## src/rtl/pipelined_adder_pkg.sv

```systemverilog
// Shared defaults for the pipelined adder slice.
// The top module imports these as its parameter defaults.
package pipelined_adder_pkg;

    localparam int unsigned DEFAULT_WIDTH = 16;
    localparam int unsigned DEFAULT_CHUNK = 4;

endpackage

```

## src/rtl/adder_chunk.sv

```systemverilog
// Combinational CHUNK-bit ripple adder built from full_adder cells.
// carry_msb_in exposes the carry into the top bit so the last stage can flag signed overflow.
module adder_chunk #(
    parameter int unsigned CHUNK = 4
) (
    input  logic [CHUNK-1:0] a,
    input  logic [CHUNK-1:0] b,
    input  logic             carry_in,
    output logic [CHUNK-1:0] sum,
    output logic             carry_out,
    output logic             carry_msb_in
);

    logic [CHUNK:0] c;

    assign c[0] = carry_in;

    for (genvar i = 0; i < CHUNK; i++) begin : g_bit
        full_adder u_fa (
            .a         (a[i]),
            .b         (b[i]),
            .carry_in  (c[i]),
            .sum       (sum[i]),
            .carry_out (c[i+1])
        );
    end

    assign carry_out    = c[CHUNK];
    assign carry_msb_in = c[CHUNK-1];

endmodule

```

## src/rtl/full_adder.sv

```systemverilog
// Single-bit full adder cell, the building block of each ripple chunk.
module full_adder (
    input  logic a,
    input  logic b,
    input  logic carry_in,
    output logic sum,
    output logic carry_out
);

    assign sum       = a ^ b ^ carry_in;
    assign carry_out = (a & b) | (carry_in & (a ^ b));

endmodule

```

## src/rtl/pipelined_adder.sv

```systemverilog
// Pipelined ripple-carry adder/subtractor: one CHUNK-bit slice per stage, carry registered
// between stages, valid/ready on both sides with a single global advance enable.
module pipelined_adder
    import pipelined_adder_pkg::*;
#(
    parameter int unsigned WIDTH = DEFAULT_WIDTH,
    parameter int unsigned CHUNK = DEFAULT_CHUNK
) (
    input  logic             clk,
    input  logic             reset,
    input  logic             in_valid,
    output logic             in_ready,
    input  logic [WIDTH-1:0] a,
    input  logic [WIDTH-1:0] b,
    input  logic             carry_in,
    input  logic             sub,
    output logic             out_valid,
    input  logic             out_ready,
    output logic [WIDTH-1:0] out,
    output logic             carry_out,
    output logic             overflow
);

    localparam int unsigned STAGES = WIDTH / CHUNK;

    if ((WIDTH % CHUNK) != 0) begin : g_bad_params
        $error("pipelined_adder: WIDTH must be a multiple of CHUNK");
    end

    logic              advance;
    logic [WIDTH-1:0]  b_eff;
    logic              c0;
    logic [STAGES-1:0] valid_q, valid_d;
    logic [STAGES-1:0] carry_q, carry_d;
    logic [STAGES-1:0] lane_cout;
    logic              ovf_q, ovf_d;
    logic              top_msb_c;
    logic [WIDTH-1:0]  result;

    assign advance  = !valid_q[STAGES-1] || out_ready;
    assign in_ready = advance && !reset;
    assign b_eff    = sub ? ~b : b;
    assign c0       = sub | carry_in;

    // Bubbles still clock carry/ovf forward; only the valid bits carry meaning.
    always_comb begin
        valid_d = valid_q;
        carry_d = carry_q;
        ovf_d   = ovf_q;
        if (advance) begin
            valid_d[0] = in_valid;
            for (int unsigned k = 1; k < STAGES; k++) begin
                valid_d[k] = valid_q[k-1];
            end
            carry_d = lane_cout;
            ovf_d   = top_msb_c ^ lane_cout[STAGES-1];
        end
    end

    always_ff @(posedge clk or posedge reset) begin
        if (reset) begin
            valid_q <= '0;
            carry_q <= '0;
            ovf_q   <= 1'b0;
        end else begin
            valid_q <= valid_d;
            carry_q <= carry_d;
            ovf_q   <= ovf_d;
        end
    end

    // Lane j: operand slice delayed j cycles to meet its carry, then its sum slice
    // delayed STAGES-j cycles (including the stage register) so all slices align.
    for (genvar j = 0; j < STAGES; j++) begin : g_lane
        localparam int unsigned DLY = j;
        localparam int unsigned SD  = STAGES - j;

        logic [CHUNK-1:0] op_a;
        logic [CHUNK-1:0] op_b;
        logic             cin;
        logic [CHUNK-1:0] sum_c;
        logic             cout_c;
        logic [CHUNK-1:0] sum_q [SD];
        logic [CHUNK-1:0] sum_d [SD];

        if (j == 0) begin : g_head
            assign op_a = a[CHUNK-1:0];
            assign op_b = b_eff[CHUNK-1:0];
            assign cin  = c0;
        end else begin : g_skew
            logic [CHUNK-1:0] op_a_q [DLY];
            logic [CHUNK-1:0] op_a_d [DLY];
            logic [CHUNK-1:0] op_b_q [DLY];
            logic [CHUNK-1:0] op_b_d [DLY];

            always_comb begin
                op_a_d = op_a_q;
                op_b_d = op_b_q;
                if (advance) begin
                    op_a_d[0] = a[j*CHUNK +: CHUNK];
                    op_b_d[0] = b_eff[j*CHUNK +: CHUNK];
                    for (int unsigned i = 1; i < DLY; i++) begin
                        op_a_d[i] = op_a_q[i-1];
                        op_b_d[i] = op_b_q[i-1];
                    end
                end
            end

            always_ff @(posedge clk or posedge reset) begin
                if (reset) begin
                    op_a_q <= '{default: '0};
                    op_b_q <= '{default: '0};
                end else begin
                    op_a_q <= op_a_d;
                    op_b_q <= op_b_d;
                end
            end

            assign op_a = op_a_q[DLY-1];
            assign op_b = op_b_q[DLY-1];
            assign cin  = carry_q[j-1];
        end

        if (j == STAGES - 1) begin : g_top
            adder_chunk #(.CHUNK(CHUNK)) u_chunk (
                .a            (op_a),
                .b            (op_b),
                .carry_in     (cin),
                .sum          (sum_c),
                .carry_out    (cout_c),
                .carry_msb_in (top_msb_c)
            );
        end else begin : g_mid
            logic msb_c_unused;
            adder_chunk #(.CHUNK(CHUNK)) u_chunk (
                .a            (op_a),
                .b            (op_b),
                .carry_in     (cin),
                .sum          (sum_c),
                .carry_out    (cout_c),
                .carry_msb_in (msb_c_unused)
            );
        end

        assign lane_cout[j] = cout_c;

        always_comb begin
            sum_d = sum_q;
            if (advance) begin
                sum_d[0] = sum_c;
                for (int unsigned i = 1; i < SD; i++) begin
                    sum_d[i] = sum_q[i-1];
                end
            end
        end

        always_ff @(posedge clk or posedge reset) begin
            if (reset) begin
                sum_q <= '{default: '0};
            end else begin
                sum_q <= sum_d;
            end
        end

        assign result[j*CHUNK +: CHUNK] = sum_q[SD-1];
    end

    assign out_valid = valid_q[STAGES-1];
    assign out       = result;
    assign carry_out = carry_q[STAGES-1];
    assign overflow  = ovf_q;

endmodule

```

## config.mk

```make
export PLATFORM = sky130hd
export DESIGN_NAME = pipelined_adder
export DESIGN_NICKNAME = d
export VERILOG_FILES = /design/src/rtl/pipelined_adder_pkg.sv /design/src/rtl/adder_chunk.sv /design/src/rtl/full_adder.sv /design/src/rtl/pipelined_adder.sv
export SDC_FILE = /design/constraint.sdc
export NUM_CORES = 1
export LEC_CHECK = 0
export ABC_AREA = 1
export CORE_UTILIZATION = 25
export DETAILED_ROUTE_END_ITERATION = 8
export HOLD_SLACK_MARGIN = 0.1
export SYNTH_ARGS = -nofsm -noshare
export SYNTH_HDL_FRONTEND = slang
export SYNTH_SLANG_ARGS = --single-unit
```

## constraint.sdc

```tcl
create_clock -name clk -period 4.05 [get_ports clk]
set_input_delay 1.0125 -clock clk [delete_from_list [all_inputs] [get_ports clk]]
set_output_delay 1.0125 -clock clk [all_outputs]
set_load 0.005 [all_outputs]
```

# Word-level counts from Yosys, hierarchy flattened
# Cells that the tools add are included.
# classes
n_mux,1
bitwise,83
n_reduce_logical,4
# op_table
operator,n
$xor 1x1->1,33
$and 1x1->1,32
$or 1x1->1,17
$mux 16,1
$not 16->16,1
$logic_not 1->1,2
$logic_and 1x1->1,1
$logic_or 1x1->1,1
# word_totals
regBits,97
input_bits,38
word_cells,113

# Longest topological paths before layout
# Gate-level depths: netlist of run 1.
# depth
word_depth,11
mapped_depth,11

# Modules after synthesis
# From an unflattened synthesis of run 1, not the netlist that was laid out.
# hier_totals
cells_unflattened,460
hier_area_um2,4266.6
# modules_own_cells
mod,instances,cells_per_inst,area_each_um2,seq_area_each_um2
pipelined_adder,1,444,3946.3,2427.3
full_adder,16,1,20.0,0.0

# Least setup slack after synthesis of run 1
# Ideal clock, no wire load.
# synth_path
path_type,in2reg
startpoint,in sub
endpoint,reg g_lane[0].sum_q[15] (netlist name)
setup_ns,0.130
arrival_ns,3.210
path_slack_ns,0.710
stages,10
cell_sequence,buf_2 -> buf_2 -> xnor2_1 -> fa_1 -> fa_1 -> fa_1 -> inv_1 -> fa_1 -> nand2_1 -> o21ai_0
# synth_via
elab_chain_cells,9
elab_cells_between_ends,16
# synth_rtl
item,line,rtl
from (decl),pipelined_adder.sv:16,"input logic sub,"
$mux 16,pipelined_adder.sv:42,assign b_eff = sub ? ~b : b;
$xor 1x1->1,full_adder.sv:11,assign carry_out = (a & b) | (carry_in & (a ^ b));
$and 1x1->1,full_adder.sv:11,
$or 1x1->1,full_adder.sv:11,
$and 1x1->1,full_adder.sv:11,
$or 1x1->1,full_adder.sv:11,
$and 1x1->1,full_adder.sv:11,
$or 1x1->1,full_adder.sv:11,
$xor 1x1->1 *,full_adder.sv:10,assign sum = a ^ b ^ carry_in;
named net g_lane[0].g_mid.u_chunk.g_bit[3].u_fa.sum,full_adder.sv:6,"output logic sum,"
to (signal assigned),pipelined_adder.sv:161,sum_q <= sum_d;
to (decl),pipelined_adder.sv:83,logic [CHUNK-1:0] sum_q [SD];
# Mark *: on every way through the listed nets, which the timed path passes. The rest lies on a longest branch.
# A chain may end at the register's enable or synchronous reset.

# Final worst setup path of run 1
# Ends and elaborated chain as after synthesis.

==> results of run 1 <==
[flip-flops by register name (all words and copies together) (netlist names)]
name / cells
carry_q: 4
g_lane.g_skew.op_a_q: 16
g_lane.g_skew.op_b_q: 16
g_lane.op_a: 8
g_lane.op_b: 8
g_lane.sum_q: 28
out: 12
overflow: 1
valid_q: 4
[power breakdown]
| group | leakage [nW] | internal [mW] | switching [mW] | total, mW |
|---|---|---|---|---|
| Sequential | 1.18 | 1.39 | 0.194 | 1.59 |
| Clock | 0.143 | 0.497 | 0.352 | 0.849 |
| Combinational | 1.25 | 0.530 | 0.662 | 1.19 |
| Total | 2.57 | 2.42 | 1.21 | 3.63 |
[through the flow]
stage | util (%) | worst slack (ns) | cells | area [sq um] | hold WS, ns
2_1_floorplan | - | 0.5038 | 474 | 4315 | 0.4187
3_3_place_gp | 29.88 | 0.4452 | 721 | 4990 | 0.4414
3_5_place_dp | 29.88 | 0.3274 | 721 | 4990 | 0.4572
4_1_cts | 31.66 | 0.7117 | 737 | 5288 | 0.4738
5_1_grt | 31.66 | 0.6022 | 737 | 5288 | 0.4841
6_report | 31.66 | 0.7196 | 737 | 5288 | 0.4738
[final cells by class]
| cell class | instances | area share (%) |
|---|---|---|
| timing repair buffer | 62 | 11.74 |
| multi-input combinational | 280 | 27.07 |
| tap | 220 | 5.206 |
| sequential | 97 | 45.91 |
| inverter | 62 | 4.449 |
| clock buffer | 12 | 4.662 |
| clock inverter | 4 | 0.9702 |
[critical path, cell delays in order]
cell,delay (ns)
sky130_fd_sc_hd__clkdlybuf4s50_1,0.55
sky130_fd_sc_hd__xnor2_1,0.13
sky130_fd_sc_hd__fa_1,0.44
sky130_fd_sc_hd__fa_1,0.41
sky130_fd_sc_hd__fa_1,0.37
sky130_fd_sc_hd__inv_1,0.07
sky130_fd_sc_hd__fa_1,0.40
sky130_fd_sc_hd__nand2_1,0.07
sky130_fd_sc_hd__o21ai_0,0.07
[cells by family (layout without fill, tap and decap cells)]
family                     after synthesis  after routing  synth area share (%)
and+or+nand+nor                        198            198                 17.74
DFF                                     97             97                 56.25
buffers and inverters                   97            140                 10.58
AOI/OAI and AO/OA                       62             62                 7.191
adders and majority gates               16             16                 7.423
xor gates and xnor gates                 4              4                0.8120
[Yosys cell counts (all sizes together)]
library cell,instances,share of area (%)
fa,16,7.4
buf,31,4.8
nor2,3,0.43
xnor2,3,0.61
clkbuf,4,0.35
o21ai,62,7.2
dfrtp,97,56
nand3,10,1.2
xor2,1,0.20
nand2,185,16
inv,62,5.4
[metal layers]
| layer | vias up | part of all wire (%) | routed length [um] | GRT usage [%] |
|---|---|---|---|---|
| met5 | - | 0 | 0 | 0 |
| met4 | 0 | 1.5 | 129 | 4.356 |
| met3 | 10 | 2.5 | 212 | 1.941 |
| met2 | 41 | 46 | 3865 | 15.77 |
| met1 | 1353 | 50 | 4199 | 13.49 |
| li1 | 1488 | - | - | - |
[how the worst max path moves through the flow]
| stage | to | slack (ns) | cells past startpoint |
|---|---|---|---|
| detailed placement | g_lane[0].sum_q[15] | 0.33 | 9 |
| floorplan | carry_q[0] | 0.50 | 1 |
| finish | g_lane[0].sum_q[15] | 0.72 | 9 |
| CTS | g_lane[0].sum_q[15] | 0.71 | 9 |
| global placement | g_lane[0].sum_q[15] | 0.45 | 9 |
| global route | g_lane[0].sum_q[15] | 0.60 | 9 |
==> results.rst, run 1 <==
.. list-table::
   :header-rows: 1

   * - Metric
     - Value
   * - Result of the run
     - completed
   * - I/O pin count
     - 58
   * - Final cycle utilization of the critical path
     - between 80 and 90%
   * - Worst-Skew Late Latency
     - about 0.34 ns
   * - DR vias/cell
     - 3.924
   * - Yosys warns
     - 0
   * - End of the worst register-to-register path
     - g_lane[3].sum_q[3]
   * - Tmin final
     - around 3.3 ns
   * - Accumulated negative setup slack
     - 0 ns
   * - Quantity of I/O buffers inserted on ports
     - 57
   * - Remaining antenna violation count
     - 0
   * - Number of hold-slack violations in the final timing report
     - 0
   * - Number of clock sinks
     - 97
   * - Setup repair after global routing missed its margin
     - false
   * - Count of cells resized by post-cts repair
     - 0
   * - Aggregate global-route resource usage
     - approximately a tenth
   * - Register Area
     - between 2000 and 2500 sq um
   * - Filler cell count in the final layout
     - around 1,700
   * - Total wirelength of the detailed-routed design
     - approximately 8400 um
   * - Number of detailed-routing iterations run before antenna repair
     - 4
   * - Clock edge transition at the registers on the reported setup and hold paths
     - around 0.06 ns
   * - Leakage
     - roughly 2.6 nW
   * - Maximum fanout along the worst path
     - 3
   * - # nets final
     - approximately 570
   * - Cts hold-fix bufs
     - 0
   * - Maximum number of pins on one net before global-route repair
     - between 90 and 100
   * - Highest-count cells in the layout ignoring fill and taps
     - sky130_fd_sc_hd__nand2_1, sky130_fd_sc_hd__dfrtp_1, sky130_fd_sc_hd__o21ai_0
   * - R2R cell count
     - 8
   * - Overall overflow remaining after global route
     - 0
   * - Detailed Place HPWL
     - 5888 um
   * - Slew of the pin with the lowest slew margin
     - 0.8401 ns
   * - Proportion of synthesized chip area in sequential cells
     - ~56%
   * - Worst path required time
     - around 4.3 ns
   * - Post-Syn Nets
     - 528
   * - Post-synthesis instance area
     - 4315 sq um
   * - Post-CTS setup-driven buffer insertion count
     - 0
   * - Number of levels the H-tree was split into
     - 3
   * - Peak supply drop
     - approximately 0.0002 V
   * - Antenna violations before repair
     - 0
   * - Detailed-route via count
     - about 2,900
   * - Setup-violating endpoint count in the final report
     - 0
   * - Arrival time of data at the critical path endpoint
     - about 3.5 ns
   * - Slew Limit Fails
     - 0
   * - Worst hold endpoint
     - g_lane[0].sum_q[10]
   * - Fmax
     - approximately 0.3 GHz
   * - Critical hold path startpoint
     - g_lane[0].sum_q[10]
   * - Critical Path Source
     - sub
   * - DRC violation count after routing
     - 0
   * - Area of the die
     - roughly 18,000 sq um
   * - Category of the critical setup timing path
     - in -> reg
   * - Footprint of the multi-input gates
     - around 1400 sq um
   * - Core footprint
     - 16,700 sq um
   * - Total CTS buffers
     - 9
   * - Setup crit start kind
     - primary input
   * - Post-Synthesis Cells
     - 474
   * - Worst reg2reg setup slack
     - approximately 1.7 ns
   * - Width of the chip
     - 133.4 um
   * - Largest clock skew in the final design
     - 0.009150 ns
   * - Initial core utilization
     - roughly a quarter
   * - Pwr Density
     - a little under 700 nW/um^2
   * - WHS Path Cells
     - 2
   * - Synthesis-to-finish area growth
     - 22.53%
   * - Clock tree from TritonCTS
     - built
   * - MaxCap Viol Count
     - 0
   * - Final Wtd Congestion
     - slightly below 0.7
   * - Worst slew margin relative to its limit
     - 43.99%
   * - Ratio of cells with drive above 1 in the final layout
     - 4.255%
   * - Distinct cells, synth
     - 15
   * - FP Rows
     - 47
   * - First-pass GRT wire length
     - about 14,000 um
   * - Startpoint of the most critical register-to-register path
     - g_lane[3].op_a[0]
   * - Final Power
     - approximately 3.6 mW
   * - Clock buffer depth
     - 2
   * - Detailed router's first-iteration violation count
     - 154
   * - Antenna diode count
     - 0
   * - Average cell area after synthesis
     - ~9.1 sq um
   * - Endpoint type of the worst setup path
     - flop
   * - Root cell of the clock tree
     - sky130_fd_sc_hd__clkbuf_16
   * - Flip-flop and latch count after synthesis
     - 97
   * - Die H
     - about 130 um
   * - Min-Delay Path Class
     - reg -> reg
   * - Avg WL per Cell
     - between 10 and 15 um
   * - Leading cell type in the layout, fill and taps excluded
     - sky130_fd_sc_hd__nand2_1
   * - Vias in the first global route
     - ~3,000
Note: power is estimated with default switching activity, not from simulation.
==> inputs of run 2 (changes only) <==
Clock period 4.05 ns to 2.72 ns, I/O delays scaled along.
==> run 2 against run 1 <==
  * Largest cell class unchanged
  * Worst hold slack got worse by 0.023 ns
  * Utilization is 0.42 points higher
  * Flip-flop and latch count is the same
  * Clock skew fell by 0.00076 ns
  * Highest routed layer unchanged
  * Final area up 1.3%
  * Global-route usage hardly changed
  * Critical path type unchanged
==> results.rst, run 2 (synthesis results as in run 1) <==
.. list-table::
   :header-rows: 1

   * - Metric
     - Value
   * - Category of the critical setup timing path
     - in -> reg
   * - Total CTS buffers
     - 9 (unchanged)
   * - Core footprint
     - 16,700 sq um (unchanged)
   * - Result of the run
     - completed
   * - # nets final
     - 569 (+0.53%)
   * - Worst slew margin relative to its limit
     - 65.67% (+22 points)
   * - Crit-path cells
     - clkdlybuf4s50_1 > nor2_1 > fa_2 > fa_2 > fa_2 > inv_2 > fa_1 > nand2_1 > o21ai_1
   * - Area of the die
     - 17,790 sq um (unchanged)
   * - DRC violation count after routing
     - 0 (unchanged)
   * - Count of buffer and inverter cells on the critical path
     - 2 (unchanged)
   * - Utilization of the core after routing
     - 32.08% (+0.42 points)
   * - Antenna diode count
     - 0 (unchanged)
   * - Worst path required time
     - 2.93 ns (-1.33 ns)
   * - Termination of the worst setup path
     - g_lane[0].sum_q[15]
   * - Layout Cell Area excl Fill
     - 5358 sq um (+1.3%)
   * - Overall overflow remaining after global route
     - 0 (unchanged)
   * - First-pass GRT wire length
     - 14,300 um (+0.58%)
   * - Fmax
     - ~0.38 GHz
   * - Instance area at placement
     - 5021 sq um (+0.63%)
   * - Slew Limit Fails
     - 0 (unchanged)
   * - Arrival time of data at the critical path endpoint
     - 2.82 ns (-0.72 ns)
   * - Vias in the first global route
     - 2,987 (+1.3%)
   * - Leakage
     - 2.589 nW (+0.60%)
   * - Ratio of cells with drive above 1 in the final layout
     - 6.154% (+1.9 points)
   * - R2R cell count
     - 8 (unchanged)
   * - Clock buffer depth
     - 2 (unchanged)
   * - Remaining antenna violation count
     - 0 (unchanged)
   * - Final Wtd Congestion
     - 0.7114 (+2.7%)
   * - Setup crit start kind
     - primary input
   * - Peak supply drop
     - 0.0003745 V (+82%)
   * - Highest-count cells in the layout ignoring fill and taps
     - sky130_fd_sc_hd__nand2_1, sky130_fd_sc_hd__dfrtp_1, sky130_fd_sc_hd__o21ai_0
   * - Final cycle utilization of the critical path
     - 95.73%
   * - Total wirelength of the detailed-routed design
     - 8202 um (-2.4%)
   * - Worst reg2reg setup slack
     - 0.34 ns (-1.35 ns)
   * - Leading cell type in the layout, fill and taps excluded
     - sky130_fd_sc_hd__nand2_1
   * - Detailed-route via count
     - 2,897 (+0.17%)
   * - End of the worst register-to-register path
     - g_lane[2].sum_q[7]
   * - Setup repair after global routing missed its margin
     - false
   * - Pwr Density
     - 1003 nW/um^2 (+46%)
   * - Number of levels the H-tree was split into
     - 3 (unchanged)
   * - Worst-Skew Late Latency
     - 0.34 ns (about the same)
   * - Number of flip-flops under the largest register name
     - 28 (unchanged)
   * - DR vias/cell
     - 3.915 (-0.23%)
   * - Setup-violating endpoint count in the final report
     - 0 (unchanged)
   * - Maximum number of pins on one net before global-route repair
     - 98 (unchanged)
   * - Slew of the pin with the lowest slew margin
     - 0.5150 ns (-0.3251 ns)
   * - Slowest stage delay, CP
     - 0.45 ns (-0.10 ns)
   * - Quantity of I/O buffers inserted on ports
     - 57 (unchanged)
   * - Synthesis-to-finish area growth
     - 24.15%
   * - Gate family responsible for the most delay along the worst path
     - adder cells
   * - Antenna violations before repair
     - 0 (unchanged)
   * - Avg WL per Cell
     - 11.08 um (-2.8%)
   * - Min-Delay Path Class
     - reg -> reg
   * - Tmin final
     - between 2 and 3 ns
   * - Number of clock sinks
     - 97 (unchanged)
   * - Startpoint of the most critical register-to-register path
     - g_lane[2].op_a[0]
   * - Clock tree from TritonCTS
     - built
   * - I/O pin count
     - 58 (unchanged)
   * - Detailed router's first-iteration violation count
     - 141 (-8.4%)
   * - Endpoint type of the worst setup path
     - flop
   * - Detailed Place HPWL
     - 5528 um (-6.1%)
   * - Stages on the worst setup path
     - 9 (unchanged)
   * - Largest clock skew in the final design
     - 0.008393 ns (-0.0007565 ns)
   * - Number of cells after detailed placement
     - 721 (unchanged)
   * - Width of the chip
     - 133.4 um (unchanged)
   * - Clock edge transition at the registers on the reported setup and hold paths
     - 0.07 ns (about the same)
   * - Final non-filler cell total
     - 740 (+0.41%)
   * - FP Rows
     - 47 (unchanged)
   * - Critical Path Source
     - carry_in
   * - MaxCap Viol Count
     - 0 (unchanged)
   * - Maximum fanout along the worst path
     - 1 (-2)
   * - Aggregate global-route resource usage
     - 10.07% (+0.027 points)
   * - Most used cell, CP
     - sky130_fd_sc_hd__fa_2
   * - Largest registers ranked by flip-flop count
     - g_lane.sum_q (28), g_lane.g_skew.op_a_q (16), g_lane.g_skew.op_b_q (16)
   * - Standard cell with the maximum stage delay on the critical path
     - sky130_fd_sc_hd__clkdlybuf4s50_1
   * - Number of detailed-routing iterations run before antenna repair
     - 4 (unchanged)
   * - Cts hold-fix bufs
     - 0 (unchanged)
   * - Root cell of the clock tree
     - sky130_fd_sc_hd__clkbuf_16
   * - Largest register by flop count
     - g_lane.sum_q
   * - Initial core utilization
     - 25.84% (unchanged)
   * - Number of hold-slack violations in the final timing report
     - 0 (unchanged)
   * - Die H
     - 133.4 um (unchanged)
run 2: cell count changes in the layout (fill, tap and decap cells not counted), moves of 2 or more:
| cell | change |
|---|---|
| sky130_fd_sc_hd__clkdlybuf4s50_1 | -3 |
| sky130_fd_sc_hd__clkinvlp_4 | +3 |
| sky130_fd_sc_hd__fa_1 | -3 |
| sky130_fd_sc_hd__fa_2 | +3 |
| sky130_fd_sc_hd__buf_12 | +2 |
| sky130_fd_sc_hd__clkbuf_1 | -2 |
| sky130_fd_sc_hd__clkdlybuf4s15_1 | +2 |
run 2: area by class of cell:
type                       count  area, sq um
clock buffer                  10        239.0
sequential                    97         2427
tap                          220        275.3
timing repair buffer          65        670.6
multi-input combinational    280         1458
fill                        1763        11340
clock inverter                 6        51.30
inverter                      62        236.5
run 2: how the worst min path moves through the flow:
stage,startpoint,end,slack [ns],cells after the start
finish,valid_q[2],valid_q[3],0.45,2
global route,valid_q[2],valid_q[3],0.49,2
CTS,valid_q[2],valid_q[3],0.45,2
detailed placement,valid_q[2],valid_q[3],0.44,2
global placement,valid_q[2],valid_q[3],0.44,2
floorplan,valid_q[2],valid_q[3],0.42,2
run 2: routing by layer:
layer	vias up	share of wire, %	track usage, %
met4	0	2.2	4.924
met1	1339	50	13.67
met5	-	0	0
met3	12	2.5	1.712
met2	48	46	15.57
li1	1498	-	-
run 2: worst reg2reg max path, cell delays in order (launching register included):
cell and delay (ns):
sky130_fd_sc_hd__dfrtp_1 0.37, sky130_fd_sc_hd__inv_1 0.09, sky130_fd_sc_hd__fa_1 0.18, sky130_fd_sc_hd__inv_1 0.06, sky130_fd_sc_hd__fa_1 0.46, sky130_fd_sc_hd__fa_1 0.48
sky130_fd_sc_hd__inv_1 0.12, sky130_fd_sc_hd__fa_1 0.38, sky130_fd_sc_hd__o21ai_0 0.15
run 2: power breakdown:
group / leakage [nW] / switching, mW / internal [mW] / total [mW]
Combinational: 1.28 / 0.995 / 0.803 / 1.80
Sequential: 1.18 / 0.290 / 2.08 / 2.37
Clock: 0.133 / 0.556 / 0.656 / 1.21
Total: 2.59 / 1.84 / 3.53 / 5.38
run 2: repair_timing:
action                     CTS  global route
pin swaps                    5             2
setup endpoints to repair    1             1
gates resized for setup     10             1
setup buffers                3             0
run 2: metrics by stage:
stage                     hold WS (ns)  power [mW]  setup WS [ns]  TNS (ns)
after detailed placement        0.4392       4.228        -0.5891    -1.011
after global placement          0.4411       4.157        -0.5150   -0.8133
after floorplan                 0.4187       3.626        -0.1512   -0.1512
after CTS                       0.4505       5.479        0.01091         0
final                           0.4504       5.375         0.1161         0
after global routing            0.4910       5.879        0.06035         0
==> inputs of run 3 (changes only) <==
Settings changed: CTS_CLUSTER_DIAMETER from default to 50, HOLD_SLACK_MARGIN 0.1 to 0.02.
==> results of run 3 <==
Final layout, timing and power as in run 2 (identical DEF).
